## config.mk

```make
export PLATFORM = sky130hd
export DESIGN_NAME = cache_mem_arbiter
export DESIGN_NICKNAME = d
export VERILOG_FILES = /design/src/rtl/cache_mem_pkg.sv /design/src/rtl/burst_counter.sv /design/src/rtl/cache_mem_arbiter.sv
export SDC_FILE = /design/constraint.sdc
export NUM_CORES = 1
export LEC_CHECK = 0
export BUFFER_PORTS_ARGS = -buffer_cell sky130_fd_sc_hd__buf_2
export CAP_MARGIN = 20
export CORE_ASPECT_RATIO = 0.5
export CORE_UTILIZATION = 43
export DETAILED_ROUTE_END_ITERATION = 8
export PLACE_DENSITY = 0.87
export SYNTH_ARGS = -nofsm -noshare
export SYNTH_HDL_FRONTEND = slang
export SYNTH_HIERARCHICAL = 1
export SYNTH_SLANG_ARGS = --single-unit
```

## constraint.sdc

```tcl
create_clock -name clk -period 3.9 [get_ports clk]
set_input_delay 0.195 -clock clk [delete_from_list [all_inputs] [get_ports clk]]
set_output_delay 0.195 -clock clk [all_outputs]
set_load 0.05 [all_outputs]
```

## src/rtl/cache_mem_pkg.sv

```systemverilog
// Shared types and line geometry for the cache memory-port arbiter.
// State and grant encodings are plain typed constants so legacy tools can read them.
package cache_mem_pkg;

  typedef logic [1:0] arb_state_t;
  localparam arb_state_t IDLE     = 2'd0;
  localparam arb_state_t RD_BURST = 2'd1;
  localparam arb_state_t WR_BURST = 2'd2;
  localparam arb_state_t RESP     = 2'd3;

  typedef logic grant_t;
  localparam grant_t READ  = 1'b0;
  localparam grant_t WRITE = 1'b1;

  localparam int LINE_BYTES = 16;
  localparam int WORD_BYTES = 4;
  localparam int BEATS      = LINE_BYTES / WORD_BYTES;

endpackage

```

## src/rtl/burst_counter.sv

```systemverilog
// Beat counter and no-ack watchdog for one line burst.
// Both clear on grant; an ack advances the beat and rearms the watchdog.
module burst_counter #(
  parameter int  BEATS   = 4,
  parameter int  TIMEOUT = 255,
  localparam int BEAT_W  = $clog2(BEATS),
  localparam int WD_W    = $clog2(TIMEOUT + 1)
) (
  input  logic              clk,
  input  logic              reset,
  input  logic              clear,
  input  logic              ack,
  input  logic              tick,
  output logic [BEAT_W-1:0] beat,
  output logic              last,
  output logic              timeout
);

  logic [BEAT_W-1:0] beat_q, beat_d;
  logic [WD_W-1:0]   wd_q, wd_d;

  assign beat    = beat_q;
  assign last    = (beat_q == BEAT_W'(BEATS - 1));
  assign timeout = (wd_q == WD_W'(TIMEOUT));

  // The last beat holds rather than wrapping; the next grant clears it.
  always_comb begin
    beat_d = beat_q;
    wd_d   = wd_q;
    if (clear) begin
      beat_d = '0;
      wd_d   = '0;
    end else if (ack) begin
      wd_d = '0;
      if (!last) beat_d = beat_q + 1'b1;
    end else if (tick && !timeout) begin
      wd_d = wd_q + 1'b1;
    end
  end

  always_ff @(posedge clk) begin
    if (reset) begin
      beat_q <= '0;
      wd_q   <= '0;
    end else begin
      beat_q <= beat_d;
      wd_q   <= wd_d;
    end
  end

endmodule

```

## src/rtl/cache_mem_arbiter.sv

```systemverilog
// Shares one memory port between line refill (read) and victim writeback (write),
// sequencing a fixed word burst per line with a no-ack watchdog.
//   state    | meaning
//   IDLE     | arbitrate; latch line of the winner
//   RD_BURST | refill beats on the bus, rdata passed through on ack
//   WR_BURST | writeback beats on the bus, wr_data driven on ack
//   RESP     | one-cycle done pulse for the burst just finished
module cache_mem_arbiter
  import cache_mem_pkg::*;
#(
  parameter int  ADDR_W   = 32,
  parameter int  DATA_W   = 32,
  parameter int  OFFSET_W = 4,
  parameter int  TIMEOUT  = 255,
  localparam int NBEATS   = (2 ** OFFSET_W) / (DATA_W / 8),
  localparam int BEAT_W   = $clog2(NBEATS)
) (
  input  logic              clk,
  input  logic              reset,
  input  logic              rd_rq,
  input  logic [ADDR_W-1:0] rd_addr,
  output logic              rd_valid,
  output logic [DATA_W-1:0] rd_data,
  output logic [BEAT_W-1:0] rd_beat,
  output logic              rd_done,
  output logic              rd_err,
  input  logic              wr_rq,
  input  logic [ADDR_W-1:0] wr_addr,
  input  logic [DATA_W-1:0] wr_data,
  output logic [BEAT_W-1:0] wr_beat,
  output logic              wr_done,
  output logic              wr_err,
  output logic              mem_req,
  output logic              mem_we,
  output logic [ADDR_W-1:0] mem_addr,
  output logic [DATA_W-1:0] mem_wdata,
  input  logic              mem_ack,
  input  logic [DATA_W-1:0] mem_rdata
);

  localparam int LINE_W = ADDR_W - OFFSET_W;
  localparam int BYTE_W = OFFSET_W - BEAT_W;

  arb_state_t        state_q, state_d;
  grant_t            last_grant_q, last_grant_d;
  logic [LINE_W-1:0] line_q, line_d;
  logic [LINE_W-1:0] rd_line, wr_line;
  logic [BEAT_W-1:0] beat;
  logic              in_burst, cnt_clear, beat_last, wd_timeout, expire;
  logic              unused_addr_bits;

  assign rd_line = rd_addr[ADDR_W-1:OFFSET_W];
  assign wr_line = wr_addr[ADDR_W-1:OFFSET_W];
  assign unused_addr_bits = ^{rd_addr[OFFSET_W-1:0], wr_addr[OFFSET_W-1:0]};

  assign in_burst = (state_q == RD_BURST) || (state_q == WR_BURST);
  assign expire   = in_burst && !mem_ack && wd_timeout;

  burst_counter #(.BEATS(NBEATS), .TIMEOUT(TIMEOUT)) u_cnt (
    .clk     (clk),
    .reset   (reset),
    .clear   (cnt_clear),
    .ack     (in_burst && mem_ack),
    .tick    (in_burst && !mem_ack),
    .beat    (beat),
    .last    (beat_last),
    .timeout (wd_timeout)
  );

  // Same-line tie goes to the writeback so a refill never reads stale memory.
  always_comb begin
    state_d      = state_q;
    last_grant_d = last_grant_q;
    line_d       = line_q;
    cnt_clear    = 1'b0;
    case (state_q)
      IDLE: begin
        if (rd_rq || wr_rq) begin
          cnt_clear = 1'b1;
          if (rd_rq && wr_rq)
            last_grant_d = (rd_line == wr_line) ? WRITE
                         : ((last_grant_q == WRITE) ? READ : WRITE);
          else
            last_grant_d = wr_rq ? WRITE : READ;
          line_d  = (last_grant_d == WRITE) ? wr_line : rd_line;
          state_d = (last_grant_d == WRITE) ? WR_BURST : RD_BURST;
        end
      end
      RD_BURST, WR_BURST: begin
        if (mem_ack && beat_last) state_d = RESP;
        else if (expire)          state_d = IDLE;
      end
      RESP:    state_d = IDLE;
      default: state_d = IDLE;
    endcase
  end

  always_ff @(posedge clk) begin
    if (reset) begin
      state_q      <= IDLE;
      last_grant_q <= WRITE;
      line_q       <= '0;
    end else begin
      state_q      <= state_d;
      last_grant_q <= last_grant_d;
      line_q       <= line_d;
    end
  end

  // last_grant_q still names the finished burst while in RESP.
  assign mem_req   = in_burst;
  assign mem_we    = (state_q == WR_BURST);
  assign mem_addr  = in_burst ? {line_q, beat, {BYTE_W{1'b0}}} : '0;
  assign mem_wdata = mem_we ? wr_data : '0;

  assign rd_valid = (state_q == RD_BURST) && mem_ack;
  assign rd_data  = rd_valid ? mem_rdata : '0;
  assign rd_beat  = (state_q == RD_BURST) ? beat : '0;
  assign rd_done  = (state_q == RESP) && (last_grant_q == READ);
  assign rd_err   = (state_q == RD_BURST) && expire;

  assign wr_beat  = (state_q == WR_BURST) ? beat : '0;
  assign wr_done  = (state_q == RESP) && (last_grant_q == WRITE);
  assign wr_err   = (state_q == WR_BURST) && expire;

endmodule

```

==> reports/metrics.cfg, run 1 <==
[floorplan]
fp.dieW_um=120
die_h_um=61.1
rows=21
initial_utilization_pct=44.7
die_area_mm2=0.00735
pin_count=240
core_mm2=0.00673

[critical_path]
worstPathMaxFanout=36
crit_type=flop to output port
crit_start=state_q[0]
r2r_setup_slack_ns=1.64
path_cells=inv_1 -> ha_1 -> and2_1 -> buf_2
crit_path_end_kind=output port
worstPathRequired_ns=3.70
cp_slowest_cell=ha_1
r2r-start=state_q[0]
r2r_end=u_cnt/wd_q[6]
arrival_ns=2.15
crit_path_max_incr_delay_ns=0.83
r2r_cells=6
setup.worst_path.start_class=flop

[clocking]
postCtsSetupBuffers=0
numClockSinks=41
h-tree-depth=2
clock_path_buffers=2
cts_made_buffers=5
clk_pin_slew_ns=0.06
cts_root_buf=clkbuf_16
clkLatencyLatePin_ns=0.28
ctsResizeCount=0
tritoncts=done
cts_hold_buf=0

[synthesis]
syn_avg_cell_area_um2=8.19
synthFlopType=dfxtp_1
ys_types=39
synthArstFlopShare_pct=0
ys_seq_area_share_pct=27.3
synth-edff-count=0
synth_seq_cells=41
syn_area_mm2=0.00301
synthCells=367
yosysWarnings=6

[timing]
fin_ws_ns=1.56
layout_worst_path_cycle_share_pct=60.1
relSlewSlack_pct=33.8
finalCriticalPeriod_ns=2.34
fin_tns_setup_ns=0
hold_violations=0
skew_ns=0.00636
slew_viol_final=0
tightest_slew_ns=0.994
rsz0062_at_grt=false
setup_violations=0
max_freq_mhz=427

[status]
status=complete, no violations

[layout]
final_layout_size_suffix_gt1_share_pct=42.4
register_area_um2=821
syn_to_final_growth_pct=43.8
fillers=593
multiInputGateArea_mm2=0.00205
nets=720
final_cell_mix=buf_2 (229), and2_1 (71), dfxtp_1 (41)
final_common_cell=buf_2

[grt]
grt-ovfl-total=0
antenna_found_initial=0
grt_max_degree=59
grt_pass1_vias=2998
grt_first_pass_wirelength_um=14100
grt_usage_pct=24.7

[place]
gp_congestion=0.780
place_ws_ns=1.65
hpwl_um=7680
port_buffers=229

[route]
drc=0
via_per_inst=5.08
routedWlPerCell_um=14.7
vias=3416
routed_wl_um=9900
antenna_left=0
drtPass1Iterations=4
drtIter0Drc=152

[flow_run]
max-cap-violations=0

[min_path]
holdPathStages=3
hold_path_startpoint=wr_addr[6]
holdPathEnd=line_q[2]
hold_class=input port to flop

[power_and_ir_drop]
p_leak_nw=2.45
powerDensity_mw_per_mm2=581
ir_drop_mv=0.338

-- worst max-delay path, delay by kind of cell, from the launching register on --
family	cells	cell delay (ns)
adder cells (fa/ha/maj)	1	0.83
AND/OR/NAND/NOR	1	0.28
flip-flops	1	0.33
buffers and inverters	2	0.40
-- worst max-delay path by stage --
stage                               end  slack (ns)  depth (start not counted)
after floorplan           u_cnt/wd_q[6]        1.61                          6
after global placement       line_q[20]        1.67                          8
after detailed placement     line_q[20]        1.65                          8
after CTS                        wr_err        1.56                          4
after global routing      mem_wdata[27]        1.37                          4
final                      mem_wdata[0]        1.56                          4
-- power breakdown --
group / internal, W / total (W) / switching [W]
Clock: 0.000251 / 0.000415 / 0.000164
Sequential: 0.000537 / 0.000596 / 0.0000593
Combinational: 0.000419 / 0.00150 / 0.00108
Total: 0.00121 / 0.00251 / 0.00131
-- registers in the layout, indices dropped and copies added, names as in the netlist --
| name | cells |
|---|---|
| u_cnt/beat | 2 |
| u_cnt/wd_q | 8 |
| state_q | 2 |
| last_grant_q | 1 |
| line_q | 28 |
-- synth_stat cells (all sizes together), types with 3 or more instances --
| master | count | area (um2) |
|---|---|---|
| xnor2 | 29 | 254 |
| clkbuf | 22 | 82.6 |
| dfxtp | 41 | 821 |
| and3 | 37 | 233 |
| o21ai | 3 | 15.0 |
| nand2 | 9 | 33.8 |
| a211oi | 29 | 218 |
| nor2b | 4 | 25.0 |
| buf | 5 | 41.3 |
| inv | 6 | 22.5 |
| nor2 | 30 | 113 |
| nor3 | 5 | 30.0 |
| ha | 7 | 87.6 |
| mux2i | 34 | 340 |
| and2 | 72 | 452 |
| nand4 | 7 | 43.8 |
| nand3 | 3 | 20.0 |
| a21oi | 6 | 30.0 |
-- cell type report --
type                       count  share of cell area [%]
multi-input combinational    294                    47.4
timing repair buffer         232                    27.0
sequential                    41                    19.0
clock buffer                   6                    3.21
tap                           92                    2.66
inverter                       6                   0.521
clock inverter                 1                   0.174
antenna                        1                  0.0579
-- cell families (layout without fill, tap and decap cells) --
logic type / after synthesis / count (layout) / synth area share (%)
flops: 41 / 41 / 27.3
xor+xnor: 29 / 29 / 8.45
simple gates: 177 / 177 / 34.1
mux: 34 / 34 / 11.3
other cells: 1 / 3 / 0.125
buf+inv: 33 / 245 / 4.87
fa+ha+maj: 7 / 7 / 2.91
compound gates: 45 / 45 / 10.9
-- per-layer routing --
metal	share of wire, %	GRT usage, %
met1	42	30.3
met2	50	45.1
met3	6.5	4.44
met4	1.8	8.82
met5	0	0
-- through the flow --
step | power, W | hold WS (ns) | cells | util [%] | cell area, um2
after global routing | 0.00266 | 0.280 | 672 | 64.2 | 4320
after CTS | 0.00251 | 0.267 | 672 | 64.2 | 4320
after detailed placement | 0.00210 | 0.486 | 665 | 62.1 | 4180
after global placement | 0.00208 | 0.475 | 665 | 62.1 | 4180
after floorplan | 0.00175 | 0.272 | 368 | - | 3010
final | 0.00251 | 0.265 | 673 | 64.3 | 4320
Note: power is estimated with default switching activity, not from simulation.
==> inputs of run 2 (changes only) <==
Settings changed: ABC_AREA set to 1, PLACE_DENSITY 0.87 to 0.82.
Clock period 3.9 ns to 2.3 ns, I/O delays scaled along.
==> reports/metrics.cfg, run 2 <==
[critical_path]
arrival_ns=1.98  ; was 2.15 ns
crit_type=flop to output port  ; unchanged
critPathTopFamily=buffers and inverters  ; was adder cells
crit_cells=7  ; was 4
worstPathRequired_ns=2.18  ; was 3.70 ns
worstPathMaxFanout=25  ; was 36
setup.worst_path.start_class=flop  ; unchanged
cp_slowest_cell=dfxtp_1  ; was ha_1
path_cells=inv_1 -> ha_1 -> buf_4 -> buf_4 -> nand2_1 -> inv_1 -> buf_2  ; was inv_1 -> ha_1 -> and2_1 -> buf_2
r2r_cells=9  ; was 6
crit_buf_inv=5  ; was 2
crit_path_end_kind=output port  ; unchanged
crit_path_max_incr_delay_ns=0.39  ; was 0.83 ns

[grt]
busiest_layer=met2  ; unchanged
use_met3_pct=5.06  ; was 4.44%
grt_use_met2_pct=46.7  ; was 45.1%
grt_use_met1_pct=32.8  ; was 30.3%
grt_first_pass_wirelength_um=17800  ; was 14100 um
antenna_found_initial=0  ; unchanged
grt_usage_pct=26.4  ; was 24.7%
grt_pass1_vias=3914  ; was 2998
grt_max_degree=37  ; was 59
grt-ovfl-total=0  ; unchanged

[clocking]
clk_pin_slew_ns=0.06  ; about the same
h-tree-depth=2  ; unchanged
numClockSinks=41  ; unchanged
clock_path_buffers=2  ; unchanged
cts_made_buffers=5  ; unchanged
cts_hold_buf=0  ; unchanged
clkLatencyLatePin_ns=0.28  ; about the same
tritoncts=done  ; unchanged
cts_root_buf=clkbuf_16  ; unchanged

[timing]
slew_viol_final=0  ; unchanged
hold_violations=0  ; unchanged
finalCriticalPeriod_ns=2.09
setup_violations=0  ; unchanged
fin_hold_ws_ns=0.194  ; was 0.265 ns
layout_worst_path_cycle_share_pct=91.0
fin_tns_setup_ns=0  ; unchanged
tightest_slew_ns=0.603  ; was 0.994 ns
relSlewSlack_pct=59.8  ; was 33.8%
rsz0062_at_grt=false  ; unchanged
fin_ws_ns=0.208  ; was 1.56 ns
max_freq_mhz=478
skew_ns=0.00170  ; was 0.00636 ns

[place]
port_buffers=229  ; unchanged
place_ws_ns=0.497  ; was 1.65 ns
hpwl_um=9120  ; was 7680 um
gp_congestion=0.794  ; was 0.780

[synthesis]
synthFlopType=dfxtp_1  ; unchanged
ys_top_cells_by_count=nand2_1 (234), inv_1 (174), nand3_1 (69), nor2_1 (63), dfxtp_1 (41)  ; was and2_1 (71), dfxtp_1 (41), and3_1 (36), mux2i_1 (34), nor2_1 (30)
synth_seq_cells=41  ; unchanged
syn_area_mm2=0.00358  ; was 0.00301 mm2
synth_top_area_cell=nand2_1  ; was dfxtp_1
ys_seq_area_share_pct=22.9  ; was 27.3%
yosysWarnings=6  ; unchanged
synth_most_common_cell=nand2_1  ; was and2_1
yosys-top-cells-area=nand2_1 (25%), dfxtp_1 (23%), inv_1 (18%)  ; was dfxtp_1 (27%), and2_1 (15%), mux2i_1 (11%)
yosys.area.top_type_share_pct=24.5  ; was 27.3%
synthArstFlopShare_pct=0  ; unchanged
synth-edff-count=0  ; unchanged
synthCells=685  ; was 367
ys_types=24  ; was 39
syn_avg_cell_area_um2=5.22  ; was 8.19 um2

[flow_run]
max-cap-violations=0  ; unchanged

[power_and_ir_drop]
intPower_w=0.00219  ; was 0.00121 W
powerDensity_mw_per_mm2=1060  ; was 581 mW/mm2
p_seq_share_pct=18.5  ; was 23.7%
power_switching_w=0.00304  ; was 0.00131 W
finalPower_w=0.00523  ; was 0.00251 W
p_leak_nw=3.56  ; was 2.45 nW
comb_power_share_pct=67.0  ; was 59.7%
clkPwrFrac_pct=14.5  ; was 16.5%
swShare_pct=58.2  ; was 52.0%
ir_drop_mv=0.634  ; was 0.338 mV

[route]
vias=4697  ; was 3416
via_per_inst=4.63  ; was 5.08
antenna_left=0  ; unchanged
drtPass1Iterations=5  ; was 4
routed_wl_um=11900  ; was 9900 um
drc=0  ; unchanged
drtIter0Drc=363  ; was 152
routedWlPerCell_um=11.7  ; was 14.7 um

[layout]
antenna_cells=0  ; was 1
nets=1041  ; was 720
reg_top3=line_q x28, u_cnt/wd_q x8  ; unchanged
largest_register_ffs=28  ; unchanged
final_cell_mix=nand2_1 (234), buf_2 (228), inv_1 (174)  ; was buf_2 (229), and2_1 (71), dfxtp_1 (41)
syn_to_final_growth_pct=37.9  ; was 43.8%
fillers=799  ; was 593
final_common_cell=nand2_1  ; was buf_2
final_util_pct=61.5  ; was 64.3%
top_register=line_q  ; unchanged
multiInputGateArea_mm2=0.00191  ; was 0.00205 mm2
register_area_um2=821  ; unchanged
final_layout_size_suffix_gt1_share_pct=29.3  ; was 42.4%

[status]
status=complete, no violations  ; unchanged

[floorplan]
rows=23  ; was 21
die_h_um=66.5  ; was 61.1 um
die_area_mm2=0.00871  ; was 0.00735 mm2
core_mm2=0.00803  ; was 0.00673 mm2
fp.dieW_um=131  ; was 120 um
pin_count=240  ; unchanged
initial_utilization_pct=44.6  ; was 44.7%

[min_path]
holdPathStages=5  ; was 3
hold_class=input port to flop  ; unchanged

## run 2: cell types whose count changed after synthesis, sizes merged, moves of 7 or more
cell,change
nand2,+227
inv,+175
and2,-72
nand3,+66
and3,-37
nor2,+36
a21oi,+34
mux2i,-34
a211oi,-29
xnor2,-26
buf,+8
nand4,-7
## run 2: repair_timing
action,4_1_cts,5_1_grt
resized for setup,0,2
endpoints found under the setup margin,0,1
buffers inserted,0,0
## run 2: layer usage
layer | up-vias | wire, um
met5 | - | 0
met4 | 0 | 242
met3 | 29 | 1030
met2 | 221 | 5680
met1 | 2045 | 4910
li1 | 2402 | -
## run 2: power groups by stage
stage	combinational (W)	sequential [W]	clock, W
after floorplan	0.00267	0.000957	0
after global placement	0.00344	0.000973	0
after detailed placement	0.00347	0.000981	0
after CTS	0.00349	0.000968	0.000758
after global routing	0.00380	0.000991	0.000798
final	0.00351	0.000969	0.000756
## run 2: path summary, 6_finish.rpt
check                               endpoint  slack (ns)        start
worst max-delay path            mem_addr[22]        0.21   state_q[0]
worst min-delay path              line_q[14]        0.19  rd_addr[18]
worst max register to register    state_q[0]        0.46   state_q[0]
worst min register to register    line_q[11]        0.47   line_q[11]
## run 2: stage by stage
stage                     std cells  instance area, um2
final                          1014                4940
after global routing           1014                4940
after detailed placement       1006                4770
after CTS                      1014                4930
after floorplan                 686                3580
after global placement         1006                4770
## run 2: cells by family (layout without fill, tap and decap cells)
kind of cell    count (synthesis)  count (layout)  share of synthesized area [%]
simple gates                  373             373                           42.6
other cells                     1               2                          0.105
flops                          41              41                           22.9
fa+ha+maj                       7               7                           2.45
compound gates                 47              47                           7.13
xor+xnor                        3               3                          0.734
buf+inv                       213             429                           24.1
## run 2: area by class of cell
cell class	count	share of cell area, %
timing repair buffer	240	24.9
inverter	181	13.8
clock buffer	7	3.09
sequential	41	16.6
tap	112	2.84
multi-input combinational	432	38.6
clock inverter	1	0.101
## run 2: worst min-delay path, stage by stage
cell and delay (ns):
buf_2 0.12, inv_1 0.05, nand2_1 0.04, nand3_1 0.05, a21oi_1 0.05
